### src/rtl/keypad_pkg.sv
// keypad_pkg: shared definitions for the 4x4 keypad emulator.
//   state_e   - press-sequence FSM states
//   IDLE_COL  - column value with no switch closed (all lines pulled high)
//   key_to_rc - key code -> {row[1:0], col[1:0]} position on the keypad
//   rc_to_key - inverse of key_to_rc, used to decode an observed row/column
// Layout (row 0 is the top row, col 0 the left column):
//   row0: 1 2 3 A / row1: 4 5 6 B / row2: 7 8 9 C / row3: 0 F E D
package keypad_pkg;

  typedef enum logic [2:0] {
    ST_IDLE       = 3'd0,
    ST_BOUNCE_IN  = 3'd1,
    ST_HOLD       = 3'd2,
    ST_BOUNCE_OUT = 3'd3,
    ST_GAP        = 3'd4
  } state_e;

  localparam logic [3:0] IDLE_COL = 4'hF;

  // Returns {row, col} of the switch that carries the given key code.
  function automatic logic [3:0] key_to_rc(input logic [3:0] code);
    logic [3:0] rc;
    case (code)
      4'h1:    rc = 4'b00_00;
      4'h2:    rc = 4'b00_01;
      4'h3:    rc = 4'b00_10;
      4'hA:    rc = 4'b00_11;
      4'h4:    rc = 4'b01_00;
      4'h5:    rc = 4'b01_01;
      4'h6:    rc = 4'b01_10;
      4'hB:    rc = 4'b01_11;
      4'h7:    rc = 4'b10_00;
      4'h8:    rc = 4'b10_01;
      4'h9:    rc = 4'b10_10;
      4'hC:    rc = 4'b10_11;
      4'h0:    rc = 4'b11_00;
      4'hF:    rc = 4'b11_01;
      4'hE:    rc = 4'b11_10;
      4'hD:    rc = 4'b11_11;
      default: rc = 4'b00_00;
    endcase
    return rc;
  endfunction

  // Returns the key code found at the given row/column position.
  function automatic logic [3:0] rc_to_key(input logic [1:0] r, input logic [1:0] c);
    logic [3:0] code;
    case ({r, c})
      4'b00_00: code = 4'h1;
      4'b00_01: code = 4'h2;
      4'b00_10: code = 4'h3;
      4'b00_11: code = 4'hA;
      4'b01_00: code = 4'h4;
      4'b01_01: code = 4'h5;
      4'b01_10: code = 4'h6;
      4'b01_11: code = 4'hB;
      4'b10_00: code = 4'h7;
      4'b10_01: code = 4'h8;
      4'b10_10: code = 4'h9;
      4'b10_11: code = 4'hC;
      4'b11_00: code = 4'h0;
      4'b11_01: code = 4'hF;
      4'b11_10: code = 4'hE;
      4'b11_11: code = 4'hD;
      default:  code = 4'h0;
    endcase
    return code;
  endfunction

endpackage

### src/rtl/keypad_phase_timer.sv
// keypad_phase_timer: loadable down-counter shared by every press phase.
// A phase of N cycles loads N-1 on entry; the phase ends on the cycle the
// counter reads zero. The counter holds at zero, so it never wraps.
// Ports:
//   clk_i      - system clock
//   rst_i      - asynchronous active-high reset (counter -> 0)
//   load_i     - load load_val_i on the next edge
//   load_val_i - value to load (phase length minus one)
//   cnt_o      - current count
//   zero_o     - count is zero
module keypad_phase_timer #(
  parameter int W = 4
) (
  input  logic         clk_i,
  input  logic         rst_i,
  input  logic         load_i,
  input  logic [W-1:0] load_val_i,
  output logic [W-1:0] cnt_o,
  output logic         zero_o
);

  logic [W-1:0] cnt_q;

  // Counter register: load has priority, otherwise count down until zero.
  always_ff @(posedge clk_i or posedge rst_i) begin
    if (rst_i) begin
      cnt_q <= {W{1'b0}};
    end else if (load_i) begin
      cnt_q <= load_val_i;
    end else if (cnt_q != {W{1'b0}}) begin
      cnt_q <= cnt_q - {{(W-1){1'b0}}, 1'b1};
    end else begin
      cnt_q <= cnt_q;
    end
  end

  assign cnt_o  = cnt_q;
  assign zero_o = (cnt_q == {W{1'b0}});

endmodule

### src/rtl/keypad_emulator.sv
// keypad_emulator: stands in for a physical 4x4 matrix keypad.
// A requested key is "pressed" for a fixed time, optionally with contact
// bounce on make and break, then released for a gap before the next request.
// While the contact is closed the column of that key follows the scanner's
// drive on the key's row, combinationally, exactly like a closed switch.
// Ports:
//   clk       - system clock
//   rst       - asynchronous active-high reset
//   row       - scanner row drive, active-low
//   col       - column sense back to the scanner, active-low, idle 4'hF
//   key_valid - press request
//   key_code  - hex code of the key to press
//   key_ready - request can be accepted (idle)
//   pressed   - contact currently closed
//   done      - one-cycle pulse on the last released cycle of a press
module keypad_emulator
  import keypad_pkg::*;
#(
  parameter int HOLD_CYCLES   = 1000,
  parameter int GAP_CYCLES    = 1000,
  parameter int BOUNCE_CYCLES = 0
) (
  input  logic       clk,
  input  logic       rst,
  input  logic [3:0] row,
  output logic [3:0] col,
  input  logic       key_valid,
  input  logic [3:0] key_code,
  output logic       key_ready,
  output logic       pressed,
  output logic       done
);

  localparam int MAX_HG = (HOLD_CYCLES > GAP_CYCLES) ? HOLD_CYCLES : GAP_CYCLES;
  localparam int MAX_N  = (MAX_HG > BOUNCE_CYCLES) ? MAX_HG : BOUNCE_CYCLES;
  localparam int CW     = $clog2(MAX_N + 1);

  localparam logic [CW-1:0] HOLD_LD = CW'(HOLD_CYCLES - 1);
  localparam logic [CW-1:0] GAP_LD  = CW'(GAP_CYCLES - 1);
  localparam logic [CW-1:0] BNC_LD  = CW'((BOUNCE_CYCLES > 0) ? (BOUNCE_CYCLES - 1) : 0);
  localparam logic [CW-1:0] CNT_ONE = CW'(1);
  localparam logic          BOUNCE_EN = (BOUNCE_CYCLES > 0);
  localparam logic          GAP_ONE   = (GAP_CYCLES == 1);

  state_e      state_q, state_d;
  logic [3:0]  key_q, key_d;
  logic        contact_q, contact_d;
  logic        done_q, done_d;

  logic          load_s;
  logic [CW-1:0] load_val_s;
  logic [CW-1:0] cnt_s;
  logic          zero_s;
  logic [3:0]    rc_s;
  logic [3:0]    col_s;

  keypad_phase_timer #(.W(CW)) u_timer (
    .clk_i      (clk),
    .rst_i      (rst),
    .load_i     (load_s),
    .load_val_i (load_val_s),
    .cnt_o      (cnt_s),
    .zero_o     (zero_s)
  );

  // Next-state logic: phase sequencing, contact pattern and done look-ahead.
  always_comb begin
    state_d    = state_q;
    key_d      = key_q;
    contact_d  = contact_q;
    done_d     = 1'b0;
    load_s     = 1'b0;
    load_val_s = {CW{1'b0}};
    case (state_q)
      ST_IDLE: begin
        if (key_valid) begin
          key_d     = key_code;
          contact_d = 1'b1;
          load_s    = 1'b1;
          if (BOUNCE_EN) begin
            state_d    = ST_BOUNCE_IN;
            load_val_s = BNC_LD;
          end else begin
            state_d    = ST_HOLD;
            load_val_s = HOLD_LD;
          end
        end else begin
          contact_d = 1'b0;
        end
      end
      ST_BOUNCE_IN: begin
        if (zero_s) begin
          state_d    = ST_HOLD;
          contact_d  = 1'b1;
          load_s     = 1'b1;
          load_val_s = HOLD_LD;
        end else begin
          contact_d = ~contact_q;
        end
      end
      ST_HOLD: begin
        if (zero_s) begin
          contact_d = 1'b0;
          load_s    = 1'b1;
          if (BOUNCE_EN) begin
            state_d    = ST_BOUNCE_OUT;
            load_val_s = BNC_LD;
          end else begin
            state_d    = ST_GAP;
            load_val_s = GAP_LD;
            done_d     = GAP_ONE;
          end
        end else begin
          contact_d = 1'b1;
        end
      end
      ST_BOUNCE_OUT: begin
        if (zero_s) begin
          state_d    = ST_GAP;
          contact_d  = 1'b0;
          load_s     = 1'b1;
          load_val_s = GAP_LD;
          done_d     = GAP_ONE;
        end else begin
          contact_d = ~contact_q;
        end
      end
      ST_GAP: begin
        contact_d = 1'b0;
        if (zero_s) begin
          state_d = ST_IDLE;
        end else begin
          // done is registered, so raise it one cycle ahead of the last GAP cycle
          done_d = (cnt_s == CNT_ONE);
        end
      end
      default: begin
        state_d   = ST_IDLE;
        contact_d = 1'b0;
      end
    endcase
  end

  // State registers; reset drops the contact at once so col floats back high.
  always_ff @(posedge clk or posedge rst) begin
    if (rst) begin
      state_q   <= ST_IDLE;
      key_q     <= 4'h0;
      contact_q <= 1'b0;
      done_q    <= 1'b0;
    end else begin
      state_q   <= state_d;
      key_q     <= key_d;
      contact_q <= contact_d;
      done_q    <= done_d;
    end
  end

  assign rc_s = key_to_rc(key_q);

  // Single-switch column model: only the stored key's column can be pulled low.
  always_comb begin
    col_s = IDLE_COL;
    if (contact_q && (row[rc_s[3:2]] == 1'b0)) begin
      col_s[rc_s[1:0]] = 1'b0;
    end else begin
      col_s = IDLE_COL;
    end
  end

  assign col       = col_s;
  assign key_ready = (state_q == ST_IDLE);
  assign pressed   = contact_q;
  assign done      = done_q;

endmodule

### config.mk
export PLATFORM = sky130hd
export DESIGN_NAME = keypad_emulator
export DESIGN_NICKNAME = d
export VERILOG_FILES = /design/src/rtl/keypad_pkg.sv /design/src/rtl/keypad_phase_timer.sv /design/src/rtl/keypad_emulator.sv
export SDC_FILE = /design/constraint.sdc
export NUM_CORES = 1
export LEC_CHECK = 0
export CAP_MARGIN = 20
export CELL_PAD_IN_SITES_DETAIL_PLACEMENT = 0
export CELL_PAD_IN_SITES_GLOBAL_PLACEMENT = 1
export CORE_ASPECT_RATIO = 0.6
export CORE_MARGIN = 4
export CORE_UTILIZATION = 35
export DETAILED_ROUTE_END_ITERATION = 6
export PLACE_DENSITY_LB_ADDON = 0.1
export SLEW_MARGIN = 30
export SYNTH_ARGS = -nofsm -noshare
export SYNTH_HDL_FRONTEND = slang
export SYNTH_SLANG_ARGS = --single-unit
export TNS_END_PERCENT = 20
### constraint.sdc
create_clock -name clk -period 1.9 [get_ports clk]
set_clock_uncertainty 0.1 [all_clocks]
set_input_delay 0.285 -clock clk [delete_from_list [all_inputs] [get_ports clk]]
set_output_delay 0.285 -clock clk [all_outputs]
set_load 0.005 [all_outputs]
==> impl_results.md <==
- Status: finished, violations left
- Violated checks: setup timing
- Initial core utilization: 37.75%
- Initial DRC Count: 27
- IO Count: 18
- Cells after Synth: 126
- R2R depth: 7
- CTS Buf Count: 3
- Final hold violation count: 0
- Slew @ Worst Pin: 0.3018 ns
- Synthesis-stage register bit count: 18
- CP Launch Type: register
- Pre-CTS setup slack: -0.4102 ns
- Clock Latency Late Sink: 0.26 ns
- WS Path Type: reg -> out
- Reg2Reg Capture Point: u_timer.cnt_o[5]
- Placed inst area: 1445 um2
- Max_slew headroom: 79.60%
- Hold_ws: 0.2418 ns
- Chip Width: 80.78 um
- CP Max Fanout: 5
- Core Util, Final: 52.02%
- Clock root buffer: clkbuf_8
- DR DRC count: 0
- Critical Path AT: 1.63 ns
- Critical Path RT: 1.51 ns
- CTS tree: built
- CP endpoint kind: output pin
- Die footprint: 4174 um2
- Antenna violations before repair: 0
- Fin crit period: 2.012 ns
- Die Y: 51.67 um
- Post-DP HPWL: 1.966 mm
- Avg Synthesized Cell Area: 8.828 um2
- Most frequent cells in the layout: nand2_1 (30), buf_4 (19), dfrtp_1 (17), clkdlybuf4s50_1 (13), nor2_1 (8)
- Clock H-tree levels: 1
- Nets: 174
- Core area: 2947 um2
- Fin worst setup slack: -0.1116 ns
- Final setup viols: 4
- DR vias: 961
- Area grow syn2layout: 37.80%
- Yosys top cell by area: dfrtp_1
- Period utilisation layout: 105.9%
- Register area share after synthesis: 40.49%
- Largest net degree at the start of global routing: 19
- GRT Resource Usage Total: 14.95%
- First-pass GRT wire length: 4.712 mm
- Worst min-delay path class: in -> async
- Vias in the first global route: 941
- Vias per inst: 4.757
- Port Buf Inserts: 17
- Register area: 451.7 um2
- DR WL/cell: 12.85 um
- Synth area leaders: dfrtp_1 (40%), nand2_1 (10%), nand2b_1 (2.8%)
- ANT cells: 0
- Maxcap violations: 0
- FP Rows: 15
- Pleak: 0.6583 nW
- Share of cells above drive strength 1: 26.88%
- # hold bufs at CTS: 0
- Clock Tree Buf Depth: 2
- RSZ-0062 raised after global routing: true
- Reg-to-reg slack, setup: 0.16 ns
- Warnings, synthesis: 0
- Post-DRT Antenna Nets: 0
- FMAX: 0.4971 GHz
- Final instance area: 1533 um2
- GP Congestion: 0.8001
- Routed Wire Length: 2.596 mm
- Sinks on Clock Net: 18
- Commonest non-fill, non-tap cell in the layout: nand2_1
- Library cells used by synthesis: 37
- Synth Flop Type: dfrtp_1
- DRT Pass-1 Iters: 6
- Post-synth net total: 139
- Fill count: 287
- Post-Syn Area: 1112 um2
- Ys async rst share: 100.0%
- Gr ovfl total: 0
- Top-area cell type share of the netlist area: 40.49%
- RR Startpoint: u_timer.cnt_o[0]
- Multi-input combinational cell area: 669.4 um2
- Power per Cell Area: 484.0 nW/um2
- Final Max Tran Viols: 0
- Max VDD drop: 251.2 uV
- EDFF count, synth: 0
- Reg clk slew, reported paths: 0.07 ns
-- layer usage --
| layer | vias to the layer above | routed length [um] | track usage (%) |
|---|---|---|---|
| met5 | - | 0 | 0 |
| met4 | 0 | 14 | 3.371 |
| met3 | 2 | 144 | 4.671 |
| met2 | 21 | 914 | 20.60 |
| met1 | 429 | 1523 | 22.45 |
| li1 | 509 | - | - |
-- registers in the layout, summed over array words and instances, names as in the netlist --
signal         cells
pressed            1
key_q              4
state_q            2
done               1
u_timer.cnt_o     10
-- report_power, final --
| group | switching [mW] | leakage [nW] | internal, mW | total, mW |
|---|---|---|---|---|
| sequential | 0 | 0.204 | 0.383 | 0.383 |
| clock | 0.137 | 0.0288 | 0.184 | 0.321 |
| combinational | 0.0150 | 0.426 | 0.0228 | 0.0377 |
-- critical path: stages (launching register included) --
cell,delay (ns)
dfrtp_1,0.42
or4_4,0.56
nand2_4,0.09
a221oi_4,0.07
nand4b_1,0.11
buf_2,0.11
-- area by class of cell --
cell class / instances / share of cell area, %
clock buffer: 4 / 3.592
multi-input combinational: 99 / 43.67
sequential: 18 / 29.47
tap: 42 / 3.429
inverter: 3 / 0.7347
timing repair buffer: 36 / 19.10
-- worst max-delay path by stage --
stage	from	to	depth (start not counted)
4_1_cts	key_q[0]	col[3]	5
3_5_place_dp	row[1]	col[3]	6
6_report	key_q[0]	col[3]	5
5_1_grt	key_q[0]	col[3]	5
3_3_place_gp	row[1]	col[3]	6
2_1_floorplan	u_timer.cnt_o[0]	u_timer.cnt_o[3]	7
-- Yosys cell counts, types with 2 or more instances --
cell / n
inv_1: 3
buf_2: 2
ha_1: 2
nand3_1: 4
clkbuf_1: 3
dfrtp_1: 18
xor2_1: 2
nand4b_1: 2
o21ai_0: 4
nor2_1: 8
o211ai_1: 3
nand3b_1: 4
mux2i_1: 3
nand2b_1: 5
a21boi_1: 2
a21oi_1: 3
or3_1: 3
nand2_1: 31
xnor2_1: 3
nor3_1: 3
and2_1: 2
-- logic make-up (layout without fill, tap and decap cells) --
| family | after synthesis | after routing | share of synthesized area [%] |
|---|---|---|---|
| AOI/OAI and AO/OA | 18 | 18 | 11.36 |
| xor gates and xnor gates | 5 | 5 | 3.938 |
| adders and majority gates | 2 | 2 | 2.249 |
| buffers and inverters | 9 | 43 | 3.937 |
| DFF | 18 | 18 | 40.49 |
| muxes | 3 | 3 | 2.700 |
| and+or+nand+nor | 71 | 71 | 35.32 |
-- timing repair --
action                     CTS  global route
setup endpoints to repair    4             8
buffers inserted             0             0
gates resized for setup     24             4
pin swaps                    6             1
-- through the flow --
| stage | cells | setup TNS (ns) | power (mW) |
|---|---|---|---|
| 6_report | 202 | -0.3449 | 0.7418 |
| 3_3_place_gp | 198 | -1.400 | 0.4263 |
| 3_5_place_dp | 198 | -1.523 | 0.4267 |
| 5_1_grt | 202 | -0.7374 | 0.7699 |
| 4_1_cts | 202 | -0.3625 | 0.7484 |
| 2_1_floorplan | 126 | 0 | 0.3988 |
Note: power is estimated with default switching activity, not from simulation.
